File: config.mk
export PLATFORM = sky130hd
export DESIGN_NAME = dino_jump_ctrl_flat
export DESIGN_NICKNAME = d
export VERILOG_FILES = /design/src/rtl/dino_pkg.sv /design/src/rtl/dino_jump_ctrl_if.sv /design/src/rtl/button_edge.sv /design/src/rtl/dino_jump_ctrl.sv /design/src/flat_wrapper.sv
export SDC_FILE = /design/constraint.sdc
export NUM_CORES = 1
export LEC_CHECK = 0
export ABC_AREA = 1
export CORE_MARGIN = 4
export CORE_UTILIZATION = 55
export CTS_BUF_LIST = sky130_fd_sc_hd__clkbuf_2
export DETAILED_ROUTE_END_ITERATION = 6
export PLACE_DENSITY = 0.83
export RECOVER_POWER = 50
export SYNTH_ARGS = -nofsm -noshare
export SYNTH_HDL_FRONTEND = slang
export SYNTH_SLANG_ARGS = --single-unit
File: constraint.sdc
create_clock -name clk -period 6 [get_ports clk]
set_input_delay 0.6 -clock clk [delete_from_list [all_inputs] [get_ports clk]]
set_output_delay 0.6 -clock clk [all_outputs]
set_load 0.02 [all_outputs]
File: src/rtl/dino_pkg.sv
// Shared state encoding, default widths and arithmetic helper for the dino jump controller.
package dino_pkg;

    localparam int DINO_Y_W = 7;
    localparam int DINO_V_W = 6;

    typedef enum logic [1:0] {
        GROUNDED = 2'd0,
        RISING   = 2'd1,
        FALLING  = 2'd2
    } dino_state_e;

    // Treats the low w bits of raw as two's complement and widens them to a full int.
    function automatic int sext(input logic [31:0] raw, input int w);
        int sh;
        sh = 32 - w;
        return $signed(raw << sh) >>> sh;
    endfunction

endpackage

File: src/rtl/dino_jump_ctrl_if.sv
// Button/tick inputs and dino motion outputs between the input front end and the jump controller.
interface dino_jump_ctrl_if #(
    parameter int Y_W = 7
);
    logic           tick_en;
    logic           freeze;
    logic           jump_btn;
    logic           duck_btn;
    logic [Y_W-1:0] dino_y;
    logic           airborne;
    logic           ducking;
    logic           jump_start;
    logic           landed;

    modport master (
        output tick_en, freeze, jump_btn, duck_btn,
        input  dino_y, airborne, ducking, jump_start, landed
    );

    modport slave (
        input  tick_en, freeze, jump_btn, duck_btn,
        output dino_y, airborne, ducking, jump_start, landed
    );
endinterface

File: src/rtl/button_edge.sv
// Rising-edge detector for a debounced button level; the pulse is combinational off the stored level.
module button_edge (
    input  logic clk,
    input  logic reset,
    input  logic level_in,
    output logic rise_pulse
);
    logic level_q;

    // The stored level tracks the button every cycle, so a press during pause is consumed.
    always_ff @(posedge clk) begin
        if (reset) begin
            level_q <= 1'b0;
        end else begin
            level_q <= level_in;
        end
    end

    assign rise_pulse = level_in & ~level_q;
endmodule

File: src/rtl/dino_jump_ctrl.sv
// Jump controller: latches a press, then integrates velocity/gravity once per frame tick into dino height.
//
//   state    | meaning
//   ---------+-----------------------------------------------------------
//   GROUNDED | y = 0, vel = 0; waits for a latched press and a tick
//   RISING   | climbing; gravity suppressed while jump held (bounded)
//   FALLING  | descending; velocity saturates at -MAX_FALL, lands at 0
module dino_jump_ctrl
    import dino_pkg::*;
#(
    parameter int Y_W        = DINO_Y_W,
    parameter int V_W        = DINO_V_W,
    parameter int JUMP_V     = 12,
    parameter int GRAVITY    = 1,
    parameter int HOLD_TICKS = 6,
    parameter int MAX_Y      = 100,
    parameter int MAX_FALL   = 15
) (
    input  logic              clk,
    input  logic              reset,
    dino_jump_ctrl_if.slave   bus
);
    localparam int HC_W = $clog2(HOLD_TICKS + 1);
    localparam int S_W  = Y_W + 1;

    typedef logic signed [S_W-1:0] sum_t;

    localparam sum_t Y_LIM    = sum_t'(MAX_Y);
    localparam sum_t FALL_LIM = sum_t'(-MAX_FALL);
    localparam sum_t G_NORM   = sum_t'(GRAVITY);
    localparam sum_t G_FAST   = sum_t'(2 * GRAVITY);
    localparam sum_t ZERO     = sum_t'(0);

    dino_state_e     state_q, state_d;
    logic [Y_W-1:0]  y_q, y_d;
    logic [V_W-1:0]  vel_q, vel_d;
    logic [HC_W-1:0] hold_q, hold_d;
    logic            req_q, req_d;
    logic            start_q, start_d;
    logic            land_q, land_d;
    logic            duck_q, duck_d;
    logic            press;
    logic            airborne_w;

    sum_t y_ext, v_ext, g_ext, y_sum, v_new, v_fall;

    button_edge u_jump_edge (
        .clk        (clk),
        .reset      (reset),
        .level_in   (bus.jump_btn),
        .rise_pulse (press)
    );

    assign airborne_w = (state_q != GROUNDED);

    // Velocity is stored as raw two's complement; all sums run one bit wider than y so nothing wraps.
    always_comb begin
        y_ext  = $signed({1'b0, y_q});
        v_ext  = sum_t'(sext(32'(vel_q), V_W));
        g_ext  = (bus.duck_btn && airborne_w) ? G_FAST : G_NORM;
        y_sum  = y_ext + v_ext;
        v_new  = v_ext - g_ext;
        v_fall = (v_new < FALL_LIM) ? FALL_LIM : v_new;
    end

    always_ff @(posedge clk) begin
        if (reset) begin
            state_q <= GROUNDED;
            y_q     <= '0;
            vel_q   <= '0;
            hold_q  <= '0;
            req_q   <= 1'b0;
            start_q <= 1'b0;
            land_q  <= 1'b0;
            duck_q  <= 1'b0;
        end else begin
            state_q <= state_d;
            y_q     <= y_d;
            vel_q   <= vel_d;
            hold_q  <= hold_d;
            req_q   <= req_d;
            start_q <= start_d;
            land_q  <= land_d;
            duck_q  <= duck_d;
        end
    end

    always_comb begin
        state_d = state_q;
        y_d     = y_q;
        vel_d   = vel_q;
        hold_d  = hold_q;
        req_d   = req_q;
        start_d = 1'b0;
        land_d  = 1'b0;
        duck_d  = duck_q;

        if (bus.freeze) begin
            req_d = 1'b0;
        end else begin
            duck_d = bus.duck_btn && (state_q == GROUNDED);
            if (press && (state_q == GROUNDED)) begin
                req_d = 1'b1;
            end
            if (bus.tick_en) begin
                case (state_q)
                    GROUNDED: begin
                        if (req_q) begin
                            y_d     = Y_W'(JUMP_V);
                            vel_d   = V_W'(JUMP_V - GRAVITY);
                            hold_d  = '0;
                            req_d   = 1'b0;
                            start_d = 1'b1;
                            state_d = RISING;
                        end
                    end
                    RISING: begin
                        if (y_sum > Y_LIM) begin
                            y_d     = Y_W'(MAX_Y);
                            vel_d   = '0;
                            state_d = FALLING;
                        end else begin
                            y_d = y_sum[Y_W-1:0];
                            if (bus.jump_btn && (hold_q < HC_W'(HOLD_TICKS))) begin
                                hold_d = hold_q + HC_W'(1);
                            end else begin
                                vel_d = v_new[V_W-1:0];
                                if (v_new <= ZERO) begin
                                    state_d = FALLING;
                                end
                            end
                        end
                    end
                    FALLING: begin
                        if (y_sum <= ZERO) begin
                            y_d     = '0;
                            vel_d   = '0;
                            land_d  = 1'b1;
                            state_d = GROUNDED;
                        end else begin
                            y_d   = y_sum[Y_W-1:0];
                            vel_d = v_fall[V_W-1:0];
                        end
                    end
                    default: begin
                        y_d     = '0;
                        vel_d   = '0;
                        state_d = GROUNDED;
                    end
                endcase
            end
        end
    end

    assign bus.dino_y     = y_q;
    assign bus.airborne   = airborne_w;
    assign bus.ducking    = duck_q;
    assign bus.jump_start = start_q;
    assign bus.landed     = land_q;
endmodule

File: src/flat_wrapper.sv
// flat-port wrapper written by rule: the top's interface ports become plain ports
module dino_jump_ctrl_flat import dino_pkg::*;
#(
    parameter int Y_W        = DINO_Y_W,
    parameter int V_W        = DINO_V_W,
    parameter int JUMP_V     = 12,
    parameter int GRAVITY    = 1,
    parameter int HOLD_TICKS = 6,
    parameter int MAX_Y      = 100,
    parameter int MAX_FALL   = 15
)
  (clk, reset, bus_tick_en, bus_freeze, bus_jump_btn, bus_duck_btn, bus_dino_y, bus_airborne, bus_ducking, bus_jump_start, bus_landed);
  dino_jump_ctrl_if #(.Y_W(Y_W)) bus_i ();
  input  logic clk;
  input  logic reset;
  input wire logic [$bits(bus_i.tick_en)-1:0] bus_tick_en;
  input wire logic [$bits(bus_i.freeze)-1:0] bus_freeze;
  input wire logic [$bits(bus_i.jump_btn)-1:0] bus_jump_btn;
  input wire logic [$bits(bus_i.duck_btn)-1:0] bus_duck_btn;
  output wire logic [$bits(bus_i.dino_y)-1:0] bus_dino_y;
  output wire logic [$bits(bus_i.airborne)-1:0] bus_airborne;
  output wire logic [$bits(bus_i.ducking)-1:0] bus_ducking;
  output wire logic [$bits(bus_i.jump_start)-1:0] bus_jump_start;
  output wire logic [$bits(bus_i.landed)-1:0] bus_landed;
  assign bus_i.tick_en = bus_tick_en;
  assign bus_i.freeze = bus_freeze;
  assign bus_i.jump_btn = bus_jump_btn;
  assign bus_i.duck_btn = bus_duck_btn;
  assign bus_dino_y = bus_i.dino_y;
  assign bus_airborne = bus_i.airborne;
  assign bus_ducking = bus_i.ducking;
  assign bus_jump_start = bus_i.jump_start;
  assign bus_landed = bus_i.landed;
  dino_jump_ctrl #(.Y_W(Y_W), .V_W(V_W), .JUMP_V(JUMP_V), .GRAVITY(GRAVITY), .HOLD_TICKS(HOLD_TICKS), .MAX_Y(MAX_Y), .MAX_FALL(MAX_FALL)) u_core (.clk(clk), .reset(reset), .bus(bus_i));
endmodule
=== Word level (Yosys, flattened, before mapping) ===
Index checks and enable logic that the tools add are counted.
Widths: inputs -> output; s select.

* Output and inout port bits: 11
* Input bits: 6
* Logic and storage cells: 72
* Flip-flop bits (word level): 23

* Equality and inequality tests: 8
* Muxes and demuxes: 27
* Order comparisons: 5
* Bitwise gates (word level): 6
* $add $sub $neg: 3
* Reductions and logical operators: 14

{| class="wikitable"
|+ Operator list
! cell !! number
|-
| $mux 6 || 5
|-
| $mux 7 || 3
|-
| $pmux 7 s3 || 1
|-
| $pmux 6 s3 || 1
|-
| $le 8x1->1 const B || 2
|-
| $mux 2 || 6
|-
| $reduce_and 6->1 || 2
|-
| $mux 3 || 3
|-
| $add 8x6->8 || 1
|-
| $gt 8x8->1 const B || 1
|-
| $lt 8x5->1 const B || 1
|-
| $reduce_or 4->1 || 2
|-
| $sub 6x3->7 || 1
|-
| $mux 1 || 6
|-
| $ne 2x1->1 const B || 3
|-
| $pmux 2 s3 || 1
|-
| $pmux 3 s2 || 1
|-
| $not 1->1 || 5
|-
| $logic_and 1x1->1 || 4
|-
| $reduce_and 4->1 || 1
|-
| $reduce_bool 2->1 || 2
|-
| $add 3x1->3 const B || 1
|-
| $lt 3x3->1 const B || 1
|-
| $ne 3x1->1 const B || 1
|-
| 8 further kinds || 8
|}

=== Longest topological paths before layout ===
* Depth after elaboration: 9
* Depth in mapped cells: 19
* Mapped depth without buffers: 19

=== Hierarchy ===
A second synthesis with hierarchy kept.

* Cells, all modules: 287
* Area, all modules: 1794.2 µm²

{| class="wikitable"
|+ Modules (own cells, without submodules)
! module !! sequential area each (µm²) !! area an instance (µm²) !! cells each !! instances
|-
| dino_jump_ctrl || 440.4 || 1762.9 || 283 || 1
|-
| button_edge || 20.0 || 31.3 || 4 || 1
|}

=== Worst setup path after synthesis ===
No wires, ideal clock.

* Path type: register -> register
* Start point: reg u_core.y_q[0] (netlist: u_core.bus.dino_y[0])
* End point: reg u_core.vel_q[0]
* Cell stages (with the launch flop): 18
* Setup time: 132 ps
* Period minus slack after synthesis: 2362 ps
* Arrival time: 2229 ps
* Path buffers: 0
* Path slack: 3638 ps
* Data required time: 5868 ps
* Cell sequence: dfxtp_1 ha_1 inv_1 fa_1 inv_1 nand2_1 nand2_1 nand3_1 nand2_1 nand2_1 nand2_1 nand2_1 o21ai_1 nand2_1 nand2_1 nand2_1 nand2_1 a21oi_1

* Word-level cells in the longest chain between the ends: 4
* Elaborated cells on any way between the ends: 8
* Classes of those cells: add/sub (1); order compare (2); eq/ne (1); mux (3); reduce/logical (1)

{| class="wikitable"
|+ Ends and longest elaborated chain
! element !! line !! source
|-
| from (decl) || dino_jump_ctrl.sv:35 || <nowiki>logic [Y_W-1:0] y_q, y_d;</nowiki>
|-
| from (signal assigned) || dino_jump_ctrl.sv:78 || <nowiki>y_q <= y_d;</nowiki>
|-
| $add 8x6->8 * || dino_jump_ctrl.sv:61 || <nowiki>y_sum = y_ext + v_ext;</nowiki>
|-
| $gt 8x8->1 / $le 8x1->1 (equally long branches) || dino_jump_ctrl.sv:118, dino_jump_ctrl.sv:135 ||
|-
| $ne 3x2->1 (no source line), or another cell as far along || -- ||
|-
| $reduce_and 4->1 (no source line) / $pmux 6 s3 (equally long branches) || -- ||
|-
| to (signal assigned) || dino_jump_ctrl.sv:79 || <nowiki>vel_q <= vel_d;</nowiki>
|-
| to (decl) || dino_jump_ctrl.sv:36 || <nowiki>logic [V_W-1:0] vel_q, vel_d;</nowiki>
|}

Every way passes the cells marked *; elsewhere a longest branch is shown, timed or not.
A chain may end at the register's enable or synchronous reset.

=== Final worst setup path ===
* Start point: reg u_core.vel_q[0]
* End point: reg u_core.vel_q[0]

* Word-level cells in the longest chain between the ends: 5
* Elaborated cells on any way between the ends: 12
* Classes of those cells: add/sub (2); order compare (3); eq/ne (1); mux (5); reduce/logical (1)

{| class="wikitable"
|+ Ends and longest elaborated chain
! element !! line !! source
|-
| $sub 6x3->7 || dino_jump_ctrl.sv:62 || <nowiki>v_new = v_ext - g_ext;</nowiki>
|-
| $lt 8x5->1 || dino_jump_ctrl.sv:63 || <nowiki>v_fall = (v_new < FALL_LIM) ? FALL_LIM : v_new;</nowiki>
|-
| $mux 6 || dino_jump_ctrl.sv:63 ||
|-
| $mux 6 || dino_jump_ctrl.sv:135 || <nowiki>if (y_sum <= ZERO) begin</nowiki>
|-
| $pmux 6 s3 || dino_jump_ctrl.sv:106 || <nowiki>case (state_q)</nowiki>
|}

Parallel ways exist; a longest one is shown, timed or not. The select of a mux whose other input is x is not followed.

==> reports/qor.yml <==
critical_path:
  crit_arrival_ns: 2.96
  reg2reg_from: "u_core.vel_q[0]$_SDFFE_PP0P_"
  cp_slowest_cell: "dfxtp_1"
  cpPeakStageDelay_ns: 0.44
  critPathCapture: "u_core.vel_q[0]$_SDFFE_PP0P_"
  criticalPathCategory: "flop to flop"
  start_kind: "flop"
  worst_path_most_repeated_cell: "nand2_1"
  rr_worst_depth: 17
  endpoint_kind: "flop"
  crit_start: "u_core.vel_q[0]$_SDFFE_PP0P_"
  crit_chain: "ha_1 > inv_1 > fa_1 > inv_1 > nand2_1 > nand2_1 > nand3_1 > nand2_1 > nand2_1 > nand2_1 > nand2_1 > o21ai_1 > nand2_1 > nand2_1 > nand2_1 > nand2_1 > a21oi_1"
  r2r-end: "u_core.vel_q[0]$_SDFFE_PP0P_"
  crit_required_ns: 6.23
  path_max_fanout: 5
  r2r_slack_ns: 3.27
sta:
  slew_violations: 0
  finalHoldViolCount: 0
  setup_viol: 0
  finalCritPeriodShare_pct: 45.4
  setup_tns_ns: 0
  relSlewSlack_pct: 49.8
  worst_slew_pin_slew_ns: 0.750
  clock_skew_ns: 0.00554
  layout_setup_ws_ns: 3.27
  rsz0062_at_grt: "no"
  post-route-min-period_ns: 2.73
  max_freq_mhz: 367
flow_run:
  max-cap-violations: 0
logic_synthesis:
  synth_area_leaders: "dfxtp_1 (26%), nand2_1 (20%), nand3_1 (9.8%)"
  synth_nets: 313
  async_flop_share_pct: 0
  synth_top_flop_cell: "dfxtp_1"
  synth_seq_cells: 23
  synth.most_common_cell: "nand2_1"
  synth_largest_area_cell: "dfxtp_1"
  yosys-top-cells-count: "nand2_1 (96), inv_1 (41), nand3_1 (35), nor2_1 (24), dfxtp_1 (23)"
  yosys.cell_types.count: 28
  synth_edf_count: 0
  synth_area_per_cell_um2: 6.07
  ys_warn_count: 0
  yosysSeqAreaShare_pct: 25.7
  netlist.area_leader.share_pct: 25.7
  netlist_area_um2: 1790
  synth_cells: 295
die:
  die_y_um: 65.0
  fp.dieW_um: 65.0
  rows: 20
  core_area_um2: 3080
  ios: 17
  dieArea_um2: 4230
  initial_utilization_pct: 58.1
clock_tree:
  post_cts_buffers: 0
  clockBufferDepth: 2
  clock_latency_ns: 0.34
  cts_made_buffers: 3
  cts_tree: "built"
  h-tree-depth: 1
  path_clk_slew_ns: 0.22
  root_buffer: "clkbuf_2"
  clkSinkCount: 23
  ctsResizeCount: 0
  hold_buffers: 0
finish:
  nNetsFinal: 332
  final_layout_size_suffix_gt1_share_pct: 7.03
  multi_input_area_um2: 1150
  num_antenna_cells: 0
  finalInstanceArea_um2: 2020
  syn_to_final_growth_pct: 12.7
  fill_cells: 296
  seq_area_um2: 460
global_routing:
  grt_usage_pct: 21.2
  grt_max_degree: 20
  grt_pass1_vias: 1662
  grt_pass1_wl_um: 7110
  grt_overflow: 0
  antenna_found_initial: 0
detailed_routing:
  antenna_left: 0
  drt_first_pass_iters: 4
  drc_errors: 0
  routed_wl_um: 4120
  routedWlPerCell_um: 11.6
  routed_via_density: 5.18
  drt_iter0_drc: 137
  vias: 1850
placement:
  portBuffers: 16
  placed_cell_area_um2: 2000
  gp_congestion: 0.895
  post-dp-hpwl_um: 3290
  place_worst_setup_slack_ns: 3.26
power:
  power.density_nw_per_um2: 132
  p_leak_nw: 1.00
  power_uw: 267
  ir_drop_v: 0.0000851
outcome:
  status: "completed"
min_path:
  hp-class: "flop to flop"
## state kept, by name, indices dropped and copies added (netlist names)
name                        cells
u_core.vel_q                    6
u_core.state_q                  2
u_core.bus.jump_start           1
u_core.bus.landed               1
u_core.bus.ducking              1
u_core.u_jump_edge.level_q      1
u_core.bus.dino_y               7
u_core.req_q                    1
u_core.hold_q                   3
## worst max-delay path: cells and delay by family (launching register included)
kind / cells / cell delay (ns)
adders and majority gates: 2 / 0.65
AOI/OAI and AO/OA: 2 / 0.29
and+or+nand+nor: 11 / 1.08
DFF: 1 / 0.44
buffers and inverters: 2 / 0.16
## layout make-up
cell class	instances	area share (%)
Multi-Input combinational cell	225	57.1
Tap cell	44	2.73
Inverter	45	8.37
Clock buffer	4	0.993
Sequential cell	23	22.8
Timing Repair Buffer	16	7.94
## how the worst min path moves through the flow
stage	start	to	slack (ns)	cells past startpoint
2_1_floorplan	u_core.req_q$_SDFF_PP0_	u_core.bus.jump_start$_SDFF_PP0_	0.44	2
3_3_place_gp	u_core.req_q$_SDFF_PP0_	u_core.bus.jump_start$_SDFF_PP0_	0.45	2
3_5_place_dp	u_core.req_q$_SDFF_PP0_	u_core.bus.jump_start$_SDFF_PP0_	0.46	2
4_1_cts	u_core.req_q$_SDFF_PP0_	u_core.bus.jump_start$_SDFF_PP0_	0.48	2
5_1_grt	u_core.bus.dino_y[6]$_SDFFE_PP0P_	u_core.bus.dino_y[6]$_SDFFE_PP0P_	0.52	2
6_report	u_core.req_q$_SDFF_PP0_	u_core.bus.jump_start$_SDFF_PP0_	0.48	2
## cells by family (layout without fill, tap and decap cells)
logic type | Yosys count | after routing | share of synthesized area [%]
fa+ha+maj | 12 | 12 | 8.81
buf+inv | 47 | 65 | 9.86
flops | 23 | 23 | 25.7
simple gates | 176 | 176 | 44.3
xor+xnor | 2 | 2 | 0.979
compound gates | 35 | 35 | 10.3
## routing by layer
metal | vias to the layer above | GRT usage, % | share of wire [%] | wire, um
met5 | - | 0 | 0 | 0
met4 | 0 | 7.51 | 1.6 | 65
met3 | 6 | 2.60 | 4.6 | 188
met2 | 44 | 36.4 | 47 | 1960
met1 | 816 | 27.1 | 46 | 1910
li1 | 984 | - | - | -
## power breakdown
part / internal (mW) / switching (mW) / total, mW / leakage, nW
logic: 0.0150 / 0.0274 / 0.0424 / 0.802
clock network: 0.0176 / 0.0484 / 0.0660 / 0.0166
registers: 0.156 / 0.00237 / 0.158 / 0.186
total: 0.189 / 0.0782 / 0.267 / 1.00
## stage by stage
step                      cells  hold slack [ns]  util, %
after global routing        357            0.516     65.5
after floorplan             295            0.442        -
after detailed placement    353            0.456     64.9
final                       357            0.482     65.5
after CTS                   357            0.481     65.5
after global placement      353            0.453     64.9
## placed cells by master (no fill, tap or decap)
master / instances
nand2_1: 96
inv_1: 41
nand3_1: 35
nor2_1: 24
dfxtp_1: 23
a21oi_1: 22
dlygate4sd3_1: 12
ha_1: 11
o21ai_0: 8
nand4_1: 6
nand2_2: 5
inv_2: 4
clkbuf_2: 4
clkdlybuf4s50_1: 4
nor2_4: 3
nand3_2: 1
xnor2_1: 1
o21ai_1: 1
nor2_2: 1
nand2_4: 1
a21oi_2: 1
or2_2: 1
nor2_8: 1
nor4_1: 1
nor3_1: 1
xor2_1: 1
o21a_1: 1
o22ai_1: 1
a31oi_1: 1
fa_1: 1
(Power assumes the default switching activity.)
